File: src/rtl/debug_mem_bridge_pkg.sv
// Shared opcodes, FSM states and small decode helpers for the debug memory bridge.
package debug_mem_bridge_pkg;

    localparam logic [7:0] OP_WR_INST = 8'h01;
    localparam logic [7:0] OP_WR_DATA = 8'h02;
    localparam logic [7:0] OP_RD_INST = 8'h03;
    localparam logic [7:0] OP_RD_DATA = 8'h04;
    localparam logic [7:0] OP_HALT    = 8'h05;
    localparam logic [7:0] OP_RUN     = 8'h06;

    localparam logic [7:0] DEF_ACK_BYTE = 8'hA5;
    localparam logic [7:0] DEF_ERR_BYTE = 8'hEE;

    typedef enum logic [2:0] {
        ST_IDLE,
        ST_ADDR,
        ST_DATA,
        ST_WRITE,
        ST_RWAIT,
        ST_RESP,
        ST_ACK,
        ST_ERR
    } state_t;

    function automatic logic is_mem_op(input logic [7:0] op);
        return (op == OP_WR_INST) || (op == OP_WR_DATA) ||
               (op == OP_RD_INST) || (op == OP_RD_DATA);
    endfunction

    function automatic logic is_write_op(input logic [7:0] op);
        return (op == OP_WR_INST) || (op == OP_WR_DATA);
    endfunction

    function automatic logic is_inst_op(input logic [7:0] op);
        return (op == OP_WR_INST) || (op == OP_RD_INST);
    endfunction

endpackage

File: src/rtl/debug_mem_bridge_if.sv
// Host byte link plus the instruction/data cache debug port pair.
interface debug_mem_bridge_if;

    logic [7:0]  rx_data;
    logic        rx_valid;
    logic        rx_ready;
    logic [7:0]  tx_data;
    logic        tx_valid;
    logic        tx_ready;

    logic [31:0] inst_a2;
    logic [31:0] inst_wd2;
    logic [3:0]  inst_we2;
    logic [31:0] inst_rd2;
    logic [31:0] data_a2;
    logic [31:0] data_wd2;
    logic [3:0]  data_we2;
    logic [31:0] data_rd2;

    modport master (
        input  rx_data, rx_valid, tx_ready, inst_rd2, data_rd2,
        output rx_ready, tx_data, tx_valid,
        output inst_a2, inst_wd2, inst_we2, data_a2, data_wd2, data_we2
    );

    modport slave (
        output rx_data, rx_valid, tx_ready, inst_rd2, data_rd2,
        input  rx_ready, tx_data, tx_valid,
        input  inst_a2, inst_wd2, inst_we2, data_a2, data_wd2, data_we2
    );

endinterface

File: src/rtl/dbg_word_shifter.sv
// 32-bit byte-serial shift register: bytes enter at the top and leave at the bottom, LSB first.
// Latency: word updates on the clock after step/load; done marks the 4th step of a word.
// Backpressure: none internally; the owner only asserts step on a completed handshake.
module dbg_word_shifter (
    input  logic        clk,
    input  logic        rst_n,
    input  logic        load,
    input  logic [31:0] load_dat,
    input  logic        step,
    input  logic [7:0]  byte_in,
    output logic [31:0] word,
    output logic [31:0] word_nxt,
    output logic        done
);

    logic [1:0] cnt;

    always_comb begin
        word_nxt = word;
        if (load) begin
            word_nxt = load_dat;
        end else if (step) begin
            word_nxt = {byte_in, word[31:8]};
        end
    end

    assign done = (cnt == 2'd3);

    always_ff @(posedge clk or negedge rst_n) begin
        if (!rst_n) begin
            word <= '0;
            cnt  <= '0;
        end else begin
            word <= word_nxt;
            if (load) begin
                cnt <= '0;
            end else if (step) begin
                cnt <= cnt + 2'd1;
            end
        end
    end

endmodule

File: src/rtl/debug_mem_bridge.sv
// Host byte-command initiator for the core's inst/data cache debug ports and core reset line.
// Latency: write strobe 1 cycle after last data byte, ACK 1 later; read reply RD_LAT+1 after last addr byte.
// Backpressure: rx_ready only while collecting a frame; response bytes held until tx_ready.
module debug_mem_bridge
    import debug_mem_bridge_pkg::*;
#(
    parameter int         RD_LAT   = 2,
    parameter logic [7:0] ACK_BYTE = DEF_ACK_BYTE,
    parameter logic [7:0] ERR_BYTE = DEF_ERR_BYTE
) (
    input  logic                clk,
    input  logic                rst_n,
    debug_mem_bridge_if.master  bus,
    output logic                cpu_rst
);

    localparam int LW = (RD_LAT > 1) ? $clog2(RD_LAT) : 1;

    state_t      state, state_nxt;
    logic [7:0]  op;
    logic        sel_inst;
    logic        rx_rdy, tx_vld, rx_fire, tx_fire;
    logic        addr_step, dat_step, rsp_load, rsp_step;
    logic [31:0] addr_word, addr_nxt, dat_word, dat_nxt, rsp_word, rsp_nxt;
    logic        addr_done, dat_done, rsp_done;
    logic [LW-1:0] lat_cnt;
    logic [7:0]  tx_byte;
    logic [31:0] inst_a2_q, data_a2_q, inst_wd2_q, data_wd2_q;
    logic        unused_shift;

    assign sel_inst = is_inst_op(op);
    // Ready is gated by reset so the host sees 0 while the bridge is held.
    assign rx_rdy   = rst_n && (state inside {ST_IDLE, ST_ADDR, ST_DATA});
    assign tx_vld   = (state inside {ST_ACK, ST_ERR, ST_RESP});
    assign rx_fire  = bus.rx_valid && rx_rdy;
    assign tx_fire  = tx_vld && bus.tx_ready;

    dbg_word_shifter u_addr (
        .clk(clk), .rst_n(rst_n),
        .load(1'b0), .load_dat(32'h0), .step(addr_step), .byte_in(bus.rx_data),
        .word(addr_word), .word_nxt(addr_nxt), .done(addr_done)
    );

    dbg_word_shifter u_wdat (
        .clk(clk), .rst_n(rst_n),
        .load(1'b0), .load_dat(32'h0), .step(dat_step), .byte_in(bus.rx_data),
        .word(dat_word), .word_nxt(dat_nxt), .done(dat_done)
    );

    dbg_word_shifter u_rsp (
        .clk(clk), .rst_n(rst_n),
        .load(rsp_load), .load_dat(sel_inst ? bus.inst_rd2 : bus.data_rd2),
        .step(rsp_step), .byte_in(8'h00),
        .word(rsp_word), .word_nxt(rsp_nxt), .done(rsp_done)
    );

    assign unused_shift = ^{addr_word, dat_word, rsp_nxt, rsp_word[31:8]};

    always_comb begin
        state_nxt = state;
        addr_step = 1'b0;
        dat_step  = 1'b0;
        rsp_load  = 1'b0;
        rsp_step  = 1'b0;
        tx_byte   = 8'h00;
        case (state)
            ST_IDLE: begin
                if (rx_fire) begin
                    if (is_mem_op(bus.rx_data)) begin
                        state_nxt = ST_ADDR;
                    end else if (bus.rx_data == OP_HALT || bus.rx_data == OP_RUN) begin
                        state_nxt = ST_ACK;
                    end else begin
                        state_nxt = ST_ERR;
                    end
                end
            end
            ST_ADDR: begin
                addr_step = rx_fire;
                if (rx_fire && addr_done) begin
                    state_nxt = is_write_op(op) ? ST_DATA : ST_RWAIT;
                end
            end
            ST_DATA: begin
                dat_step = rx_fire;
                if (rx_fire && dat_done) begin
                    state_nxt = ST_WRITE;
                end
            end
            ST_WRITE: state_nxt = ST_ACK;
            ST_RWAIT: begin
                // Last wait cycle: the cache read port has settled, capture it.
                if (lat_cnt == LW'(RD_LAT - 1)) begin
                    rsp_load  = 1'b1;
                    state_nxt = ST_RESP;
                end
            end
            ST_RESP: begin
                tx_byte  = rsp_word[7:0];
                rsp_step = tx_fire;
                if (tx_fire && rsp_done) begin
                    state_nxt = ST_IDLE;
                end
            end
            ST_ACK: begin
                tx_byte = ACK_BYTE;
                if (tx_fire) state_nxt = ST_IDLE;
            end
            ST_ERR: begin
                tx_byte = ERR_BYTE;
                if (tx_fire) state_nxt = ST_IDLE;
            end
            default: state_nxt = ST_IDLE;
        endcase
    end

    always_ff @(posedge clk or negedge rst_n) begin
        if (!rst_n) begin
            state      <= ST_IDLE;
            op         <= 8'h00;
            cpu_rst    <= 1'b1;
            lat_cnt    <= '0;
            inst_a2_q  <= '0;
            data_a2_q  <= '0;
            inst_wd2_q <= '0;
            data_wd2_q <= '0;
        end else begin
            state   <= state_nxt;
            lat_cnt <= (state == ST_RWAIT) ? lat_cnt + 1'b1 : '0;
            if (state == ST_IDLE && rx_fire) begin
                op <= bus.rx_data;
                if (bus.rx_data == OP_HALT) begin
                    cpu_rst <= 1'b1;
                end else if (bus.rx_data == OP_RUN) begin
                    cpu_rst <= 1'b0;
                end
            end
            // Address/data land in the selected cache's holding register as the word completes.
            if (state == ST_ADDR && rx_fire && addr_done) begin
                if (sel_inst) inst_a2_q <= addr_nxt;
                else          data_a2_q <= addr_nxt;
            end
            if (state == ST_DATA && rx_fire && dat_done) begin
                if (sel_inst) inst_wd2_q <= dat_nxt;
                else          data_wd2_q <= dat_nxt;
            end
        end
    end

    assign bus.rx_ready = rx_rdy;
    assign bus.tx_valid = tx_vld;
    assign bus.tx_data  = tx_byte;
    assign bus.inst_a2  = inst_a2_q;
    assign bus.data_a2  = data_a2_q;
    assign bus.inst_wd2 = inst_wd2_q;
    assign bus.data_wd2 = data_wd2_q;
    assign bus.inst_we2 = (state == ST_WRITE &&  sel_inst) ? 4'hF : 4'h0;
    assign bus.data_we2 = (state == ST_WRITE && !sel_inst) ? 4'hF : 4'h0;

endmodule

File: src/flat_wrapper.sv
// flat-port wrapper written by rule: the top's interface ports become plain ports
module debug_mem_bridge_flat import debug_mem_bridge_pkg::*;
#(
    parameter int         RD_LAT   = 2,
    parameter logic [7:0] ACK_BYTE = DEF_ACK_BYTE,
    parameter logic [7:0] ERR_BYTE = DEF_ERR_BYTE
)
  (clk, rst_n, cpu_rst, bus_rx_data, bus_rx_valid, bus_tx_ready, bus_inst_rd2, bus_data_rd2, bus_rx_ready, bus_tx_data, bus_tx_valid, bus_inst_a2, bus_inst_wd2, bus_inst_we2, bus_data_a2, bus_data_wd2, bus_data_we2);
  debug_mem_bridge_if bus_i ();
  input  logic clk;
  input  logic rst_n;
  output logic cpu_rst;
  input wire logic [$bits(bus_i.rx_data)-1:0] bus_rx_data;
  input wire logic [$bits(bus_i.rx_valid)-1:0] bus_rx_valid;
  input wire logic [$bits(bus_i.tx_ready)-1:0] bus_tx_ready;
  input wire logic [$bits(bus_i.inst_rd2)-1:0] bus_inst_rd2;
  input wire logic [$bits(bus_i.data_rd2)-1:0] bus_data_rd2;
  output wire logic [$bits(bus_i.rx_ready)-1:0] bus_rx_ready;
  output wire logic [$bits(bus_i.tx_data)-1:0] bus_tx_data;
  output wire logic [$bits(bus_i.tx_valid)-1:0] bus_tx_valid;
  output wire logic [$bits(bus_i.inst_a2)-1:0] bus_inst_a2;
  output wire logic [$bits(bus_i.inst_wd2)-1:0] bus_inst_wd2;
  output wire logic [$bits(bus_i.inst_we2)-1:0] bus_inst_we2;
  output wire logic [$bits(bus_i.data_a2)-1:0] bus_data_a2;
  output wire logic [$bits(bus_i.data_wd2)-1:0] bus_data_wd2;
  output wire logic [$bits(bus_i.data_we2)-1:0] bus_data_we2;
  assign bus_i.rx_data = bus_rx_data;
  assign bus_i.rx_valid = bus_rx_valid;
  assign bus_i.tx_ready = bus_tx_ready;
  assign bus_i.inst_rd2 = bus_inst_rd2;
  assign bus_i.data_rd2 = bus_data_rd2;
  assign bus_rx_ready = bus_i.rx_ready;
  assign bus_tx_data = bus_i.tx_data;
  assign bus_tx_valid = bus_i.tx_valid;
  assign bus_inst_a2 = bus_i.inst_a2;
  assign bus_inst_wd2 = bus_i.inst_wd2;
  assign bus_inst_we2 = bus_i.inst_we2;
  assign bus_data_a2 = bus_i.data_a2;
  assign bus_data_wd2 = bus_i.data_wd2;
  assign bus_data_we2 = bus_i.data_we2;
  debug_mem_bridge #(.RD_LAT(RD_LAT), .ACK_BYTE(ACK_BYTE), .ERR_BYTE(ERR_BYTE)) u_core (.clk(clk), .rst_n(rst_n), .bus(bus_i), .cpu_rst(cpu_rst));
endmodule
File: config.mk
export PLATFORM = sky130hd
export DESIGN_NAME = debug_mem_bridge_flat
export DESIGN_NICKNAME = d
export VERILOG_FILES = /design/src/rtl/debug_mem_bridge_pkg.sv /design/src/rtl/debug_mem_bridge_if.sv /design/src/rtl/dbg_word_shifter.sv /design/src/rtl/debug_mem_bridge.sv /design/src/flat_wrapper.sv
export SDC_FILE = /design/constraint.sdc
export NUM_CORES = 1
export LEC_CHECK = 0
export CORE_MARGIN = 5
export CORE_UTILIZATION = 29
export DETAILED_ROUTE_END_ITERATION = 16
export HOLD_SLACK_MARGIN = 0.02
export SETUP_SLACK_MARGIN = 0.15
export SLEW_MARGIN = 20
export SYNTH_ARGS = -nofsm -noshare
export SYNTH_HDL_FRONTEND = slang
export SYNTH_SLANG_ARGS = --single-unit
export TNS_END_PERCENT = 50
File: constraint.sdc
create_clock -name clk -period 2.78 [get_ports clk]
set_input_delay 0.556 -clock clk [delete_from_list [all_inputs] [get_ports clk]]
set_output_delay 0.556 -clock clk [all_outputs]
set_load 0.005 [all_outputs]
==> results.md, run 1 <==
* Fmax at slightly below 0.4 GHz
* RSZ-0062 raised after global routing: yes
* Register area share after synthesis at 61.1%
* Final setup fails at 0
* Vias per std cell at roughly 4.7
* Largest net degree at the start of global routing at 169
* Critical path launch point: u_core.op[3]
* Max Buffers Root-to-Sink at 3
* Pint at 0.00774 W
* Final Hold Violating Endpoints at 0
* Synthesized area at 9310 µm²
* Cell count after synthesis at 670
* CP Capture Type: output port
* Final Power at around 0.011 W
* Width of the chip at 189 µm
* CTS Root Cell: clkbuf_16
* Slew @ Worst Pin at 1.01 ns
* Total GRT Usage at ~13%
* Post-synth EDFFs at 0
* Synth Net Count at about 750
* Area Overhead vs Synth at 39.4%
* DRT Wirelength at 24.5 mm
* Initial Util at 29.4%
* Sw Share at 28.0%
* Yosys warns at 0
* Critical Path Source Type: flop
* Max FO, Critical Path at 4
* Clock network power share at 31.6%
* Wire per inst at 18.5 µm
* Final Cycle Share at 91.8%
* Io pins at about 220
* TritonCTS clock tree: done
* # diodes at 0
* Status: complete, no violations
* First-pass GRT wire length at 38.3 mm
* Grt total ovfl at 0
* Seq cells post-synth at 227
* DRC at 0
* Fin. max-slew vios at 0
* CTS sink count at between 200 and 250
* Hold-fix buffers, CTS at 0
* Critical path class: reg -> out
* Die Ht at 189 µm
* Async S/R FF share, synth at 100%
* CP endpoint: bus_data_we2[1]
* H-tree Lvls at 1
* FF-to-FF setup slack at roughly 0.43 ns
* Primary FF master, synth: dfrtp_1
* Port bufs at around 220
* Placer Congestion at 0.742
* Share of the synthesized area in the top cell type at between 60 and 70%
* Drt pass-1 iters at 4
* Nets@finish at 985
* Max Cap Viol at 0
* Commonest cells post-synth: dfrtp_1 (226), mux2_2 (175), nand2_1 (58)
* Vias in the first global route at 6543
* Via count at 6196
* Core Box Area at 31600 µm²
* Setup TNS at 0 ns
* Initial antenna violation count at 2
* Top-count cell post-synth: dfrtp_1
* Final Critical Period at approximately 2.6 ns
* Leak at 5.99 nW
* Detailed Route Iter0 Violations at 316
* Post-DP HPWL at 16.7 mm
* R2R cell count at 7
* Final Skew at 0.0110 ns
* Rows at 65
* Tightest Hold Check Type: in -> async
* Sw Pwr at 0.00301 W
* Cell variety after synth at between 40 and 50
* Clk_lat worst skew at around 0.53 ns
* CTS clock-pin slew for the worst setup and hold paths at roughly 0.060 ns
* Die Area at 35800 µm²
* Synth area leaders: dfrtp_1 (61%), mux2_2 (21%), nand2_1 (2.3%)
* CTS buffer count at 26
* Combinational share of power at 22.3%
* Critical R2R Capture: u_core.bus.inst_wd2[15]
* Final ANT Viol Nets at 0
* Critical path arrival at 2.00 ns
* Area leader, netlist: dfrtp_1
* Layout cells sized above 1 at between 20% and 30%
* Seq pwr share at 46.0%
* Worst vdd ir at 0.420 mV
* Worst r2r src: u_core.op[3]
* Avg Inst Size Synth at 13.9 µm²
* Worst rel slew slack at 32.4%
* Cell area power density at 828 nW/µm²
* Req. time, crit path at 2.22 ns
==> flip-flops by register name, indices dropped and copies added (netlist names) <==
register             flops
u_core.bus.data_a2      32
u_core.bus.data_wd2     32
u_core.bus.inst_a2      32
u_core.bus.inst_wd2     32
u_core.cpu_rst           1
u_core.lat_cnt           1
u_core.op                8
u_core.state             3
u_core.u_addr.cnt        2
u_core.u_addr.word      24
u_core.u_rsp.cnt         2
u_core.u_rsp.word       32
u_core.u_wdat.cnt        2
u_core.u_wdat.word      24
==> power by group through the flow <==
stage | Clock (W) | Combinational, W | Sequential [W]
final | 0.00340 | 0.00240 | 0.00495
after CTS | 0.00351 | 0.00245 | 0.00496
after global routing | 0.00365 | 0.00265 | 0.00507
after detailed placement | 0 | 0.00240 | 0.00499
after floorplan | 0 | 0.00134 | 0.00470
after global placement | 0 | 0.00235 | 0.00498
==> metrics by stage <==
stage / cell area [µm²] / worst slack (ns) / hold slack (ns) / util (%) / instances
2_1_floorplan: 9310 / 0.481 / 0.260 / - / 670
5_1_grt: 13000 / 0.130 / 0.217 / 41.0 / 1323
3_5_place_dp: 12000 / 0.105 / 0.468 / 38.1 / 1274
4_1_cts: 13000 / 0.110 / 0.230 / 41.0 / 1323
3_3_place_gp: 12000 / 0.144 / 0.461 / 38.1 / 1274
6_report: 13000 / 0.229 / 0.0891 / 41.0 / 1323
==> logic make-up (layout without fill, tap and decap cells) <==
group	after synthesis	in the layout	synth area share, %
adder cells (fa/ha/maj)	3	3	0.403
AND/OR/NAND/NOR	101	101	5.43
buffers and inverters	55	306	3.16
XOR/XNOR	4	4	0.377
AO/OA/AOI/OAI	75	75	5.04
flip-flops	227	227	61.1
multiplexers	205	205	24.5
==> worst max-delay path: stages (launching register included) <==
cell and delay (ns):
dfrtp_1 0.40, nor4_4 0.31, buf_4 0.16, and3_4 0.18
nor3_2 0.05, buf_4 0.16, clkdlybuf4s15_1 0.20
==> cells in the final DEF (no fill, tap or decap), types with 10 or more instances in the layout <==
cell               n
buf_4             29
mux2i_1           20
a21oi_1           10
nor2_1            14
o22ai_1           21
mux2_2           175
o21ai_0           12
clkbuf_16         26
nand2_1           58
mux2_1            10
dfrtp_1          224
clkdlybuf4s50_1  212
a31oi_1           20
==> cell type report <==
cell class	count	area, µm²
Clock inverter	13	155
Fill cell	3015	18700
Sequential cell	227	5680
Timing Repair Buffer	257	2540
Multi-Input combinational cell	388	3370
Inverter	6	22.5
Tap cell	402	503
Clock buffer	30	696
==> repair_timing <==
item,in CTS,in global routing
buffers inserted,6,0
setup endpoints to repair,11,12
resized for setup,31,5
pin swaps,3,2
cloned,0,0
==> worst min-delay path by stage <==
stage                          from                    end  slack (ns)
3_5_place_dp   u_core.u_wdat.cnt[0]   u_core.u_wdat.cnt[0]        0.47
2_1_floorplan                 rst_n  u_core.bus.data_a2[0]        0.26
4_1_cts                       rst_n  u_core.bus.inst_a2[0]        0.23
6_report                      rst_n   u_core.u_addr.cnt[1]        0.09
3_3_place_gp   u_core.u_wdat.cnt[0]   u_core.u_wdat.cnt[0]        0.46
5_1_grt                       rst_n   u_core.u_addr.cnt[1]        0.22
==> per-layer routing <==
layer	vias to the layer above	wire [µm]	track usage, %	share of wire [%]
li1	2861	-	-	-
met1	3122	11500	18.8	47
met2	174	11100	21.2	45
met3	35	1440	3.34	5.9
met4	4	472	2.89	1.9
met5	-	21	0	0.086
(Power assumes the default switching activity.)
==> run 2: changes to the inputs <==
CTS_CLUSTER_SIZE = 10   (was not set)
==> results.md, run 2 (synthesis results as in run 1) <==
* Area Overhead vs Synth at 38.6%
* Worst rel slew slack at 32.0%
* Tightest Hold Check Type: in -> async
* CP Cell Sequence: nor4_4 -> buf_4 -> and3_4 -> nor3_2 -> buf_4 -> clkdlybuf4s15_1
* Req. time, crit path at 2.22 ns
* CTS Root Cell: clkbuf_16
* Rows at 65
* Fin. max-slew vios at 0
* Final Util at 40.8%
* Largest net degree at the start of global routing at around 170
* Placer Congestion at 0.742
* TritonCTS clock tree: done
* Cell area power density at 817 nW/µm²
* Final setup fails at 0
* Most frequent cell on the critical path: buf_4
* Crit path largest cell delay at 0.40 ns
* Final Cycle Share at 92.3%
* DRC at 0
* Io pins at approximately 220
* Critical path class: reg -> out
* CP Capture Type: output port
* Wire per inst at 18.6 µm
* Die Ht at approximately 190 µm
* Clk_lat worst skew at 0.54 ns
* Drt pass-1 iters at 4
* Grt total ovfl at 0
* Core Box Area at 31600 µm²
* Max Cap Viol at 0
* Detailed Route Iter0 Violations at 322
* Initial Util at between 20% and 30%
* Post-DP HPWL at 16.7 mm
* R2R cell count at 7
* CTS clock-pin slew for the worst setup and hold paths at about 0.06 ns
* DRT Wirelength at 24.6 mm
* Slew @ Worst Pin at a little over 1 ns
* CTS buffer count at 27
* Worst vdd ir at around 0.42 mV
* Final Critical Period at 2.57 ns
* Nets@finish at 986
* Vias per std cell at 4.73
* Hold-fix buffers, CTS at 0
* Critical Path Source Type: flop
* Width of the chip at 189 µm
* Worst r2r src: u_core.op[3]
* Layout cells sized above 1 at between 20 and 30%
* # diodes at 0
* Slowest CP cell: dfrtp_1
* Vias in the first global route at between 6k and 7k
* Initial antenna violation count at 2
* Max Buffers Root-to-Sink at 3
* CTS sink count at 227
* Port bufs at 222
* Fmax at 0.390 GHz
* Status: complete, no violations
* Most common cell after layout, fill and taps aside: dfrtp_1
* Post-placement cell area at 12000 µm²
* Final Skew at 0.0119 ns
* First-pass GRT wire length at 38.4 mm
* Die Area at 35800 µm²
* Via count at approximately 6.3k
* Leak at ~5.9 nW
* Commonest cells after routing, fill and taps aside: dfrtp_1 (224), clkdlybuf4s50_1 (212), mux2_2 (175)
* Final ANT Viol Nets at 0
* Total GRT Usage at between 10% and 20%
* RSZ-0062 raised after global routing: yes
* H-tree Lvls at 1
* Final Instance Area at around 13000 µm²
* Final Hold Violating Endpoints at 0
* Critical path arrival at 2.01 ns
* Setup TNS at 0 ns
* Max FO, Critical Path at 4
* Critical path launch point: u_core.op[3]
## run 2: cell type report
type	instances	area [µm²]
clock inverters	1	20.0
repair buffers	257	2540
clock buffers	45	763
flip-flops and latches	227	5680
fillers	3005	18700
multi-input cells	388	3370
inverters	6	22.5
well taps	402	503
## run 2: through the flow
step	std cells	total power (W)	hold slack, ns	setup slack, ns
finish	1326	0.0105	0.0915	0.214
global route	1326	0.0112	0.199	0.122
CTS	1326	0.0107	0.227	0.0967
detailed placement	1274	0.00739	0.468	0.105
global placement	1274	0.00733	0.461	0.144
floorplan	670	0.00604	0.260	0.481
## run 2: critical path: cells and delay by family, from the launching register on
family                 cells  cell delay, ns
and+or+nand+nor            3            0.55
buffers and inverters      3            0.52
DFF                        1            0.40
## run 2: final timing paths
path	to	slack, ns
min reg2reg	u_core.u_rsp.word[28]	0.48
max reg2reg	u_core.bus.inst_wd2[15]	0.45
max	bus_data_we2[1]	0.21
min in group clk	u_core.u_rsp.word[28]	0.48
max in group asynchronous	u_core.u_wdat.word[22]	1.83
min	u_core.u_addr.cnt[1]	0.09
## run 2: timing repair
item | 4_1_cts | 5_1_grt
resized for setup | 32 | 5
setup buffers | 6 | 0
gates cloned | 0 | 0
pin swaps | 3 | 2
setup endpoints to repair | 11 | 14
## run 2: power by group
part	switching [W]	internal, W
registers	0.000755	0.00420
clock network	0.00133	0.00186
logic	0.000918	0.00148
## run 2: per-layer routing
metal | wire (µm) | global-route usage [%] | share of wire [%] | up-vias
li1 | - | - | - | 2866
met4 | 514 | 3.00 | 2.1 | 4
met3 | 1410 | 3.24 | 5.7 | 36
met5 | 27 | 0 | 0.11 | -
met2 | 11200 | 21.4 | 46 | 189
met1 | 11400 | 18.8 | 46 | 3172
==> run 3: changes to the inputs <==
==> constraint.sdc (replaced) <==
create_clock -name clk -period 2.78 [get_ports clk]
set_input_delay 0.556 -clock clk [delete_from_list [all_inputs] [get_ports clk]]
set_output_delay 0.556 -clock clk [all_outputs]
set_load 0.05 [all_outputs]
==> results.md, run 3 (synthesis results as in run 1) <==
* DRC at 0
* Critical path class: reg -> out
* CTS Root Cell: clkbuf_16
* Core Box Area at between 30000 and 40000 µm²
* First-pass GRT wire length at 38.8 mm
* Fin. max-slew vios at 0
* Io pins at around 220
* Hold_ws at 0.199 ns
* Cell area power density at 884 nW/µm²
* Max FO, Critical Path at 4
* Layout cells sized above 1 at 29.1%
* Placer Congestion at 0.746
* Fill cells at ~3.0k
* Port bufs at 222
* Req. time, crit path at 2.22 ns
* Total GRT Usage at 13.5%
* Register area at ~5700 µm²
* H-tree Lvls at 1
* Most common cell after layout, fill and taps aside: dfrtp_1
* Rows at 65
* Die Area at 35800 µm²
* Area Overhead vs Synth at 38.5%
* CTS clock-pin slew for the worst setup and hold paths at roughly 0.06 ns
* Commonest cells after routing, fill and taps aside: dfrtp_1 (226), clkdlybuf4s50_1 (203), mux2_2 (175)
* Final Skew at 0.00843 ns
* Max Cap Viol at 0
* Post-placement cell area at 12100 µm²
* Die Ht at 189 µm
* Area of the multi-input gates at 3370 µm²
* Vias per std cell at 4.70
* Via count at 6162
* Final WS setup at 0.271 ns
* Post-DP HPWL at 16.7 mm
* Wire per inst at 18.7 µm
* Final setup fails at 0
* Critical Path Source Type: flop
* TritonCTS clock tree: done
* Initial Util at 29.4%
* Width of the chip at between 150 and 200 µm
* CTS buffer count at 27
* Worst vdd ir at 0.437 mV
* Max Buffers Root-to-Sink at 3
* Worst rel slew slack at 39.1%
* Final Instance Area at 12900 µm²
* Critical path arrival at just under 2 ns
* Slew @ Worst Pin at roughly 0.91 ns
* Nets@finish at 979
* RSZ-0062 raised after global routing: yes
* Tightest Hold Check Type: in -> async
* CP Capture Type: output port
* DRT Wirelength at roughly 24 mm
* Grt total ovfl at 0
* Largest net degree at the start of global routing at about 180
* Detailed Route Iter0 Violations at 305
* Vias in the first global route at 6547
* Fmax at 0.399 GHz
* Final Hold Violating Endpoints at 0
* Final Critical Period at roughly 2.5 ns
* CTS sink count at 227
* Hold-fix buffers, CTS at 0
* Drt pass-1 iters at 4
* Final Util at 40.7%
* Pre-CTS setup slack at 0.106 ns
* Clk_lat worst skew at 0.52 ns
* Final ANT Viol Nets at 0
* Final Cycle Share at about nine tenths
* Setup TNS at 0 ns
* Status: complete, no violations
* # diodes at 0
* Leak at 5.93 nW
* Initial antenna violation count at 0
[run 3: timing repair]
| item | in CTS | in global routing |
|---|---|---|
| hold endpoints to repair | 0 | 0 |
| buffers inserted | 1 | 1 |
| setup endpoints to repair | 8 | 5 |
| gates cloned | 0 | 0 |
| resized for setup | 3 | 0 |
| pin swaps | 1 | 1 |
[run 3: final timing paths]
| path | start | to | slack [ns] | depth (start not counted) |
|---|---|---|---|---|
| setup / recovery | u_core.op[4] | bus_inst_we2[1] | 0.27 | 5 |
| min in group clk | u_core.u_rsp.word[26] | u_core.u_rsp.word[26] | 0.48 | 2 |
| setup reg to reg | u_core.op[4] | u_core.bus.data_wd2[15] | 0.59 | 6 |
| hold / removal | rst_n | u_core.u_rsp.word[7] | 0.20 | 2 |
| max in group asynchronous | rst_n | u_core.bus.data_wd2[16] | 1.87 | 2 |
| hold reg to reg | u_core.u_rsp.word[26] | u_core.u_rsp.word[26] | 0.48 | 2 |
[run 3: worst max-delay path: stages, from the launching register on]
cell and delay [ns]:
dfrtp_1 0.40, nor4_4 0.36, nand3_2 0.16, nor3_4 0.22, buf_12 0.16, buf_12 0.13
[run 3: final cells by class]
class,instances,share of cell area [%]
flip-flops and latches,227,44.1
multi-input cells,388,26.1
repair buffers,250,20.1
clock buffers,36,5.58
well taps,402,3.90
inverters,6,0.175
clock inverters,1,0.0388
[run 3: power breakdown]
group | switching, W | internal (W) | total, W
Clock | 0.00124 | 0.00177 | 0.00301
Combinational | 0.00199 | 0.00151 | 0.00349
Sequential | 0.000703 | 0.00419 | 0.00489
[run 3: per-layer routing]
layer  part of all wire (%)  vias up  GRT usage [%]
met5                      0        -              0
met4                    2.0        0           3.22
met3                    6.2       37           3.24
met2                     44      177           20.6
met1                     48     3108           19.5
li1                       -     2840              -
[run 3: metrics by stage]
step	power, W	cells
after floorplan	0.00704	670
after global placement	0.00838	1271
after detailed placement	0.00846	1271
after CTS	0.0116	1309
after global routing	0.0120	1310
final	0.0114	1310
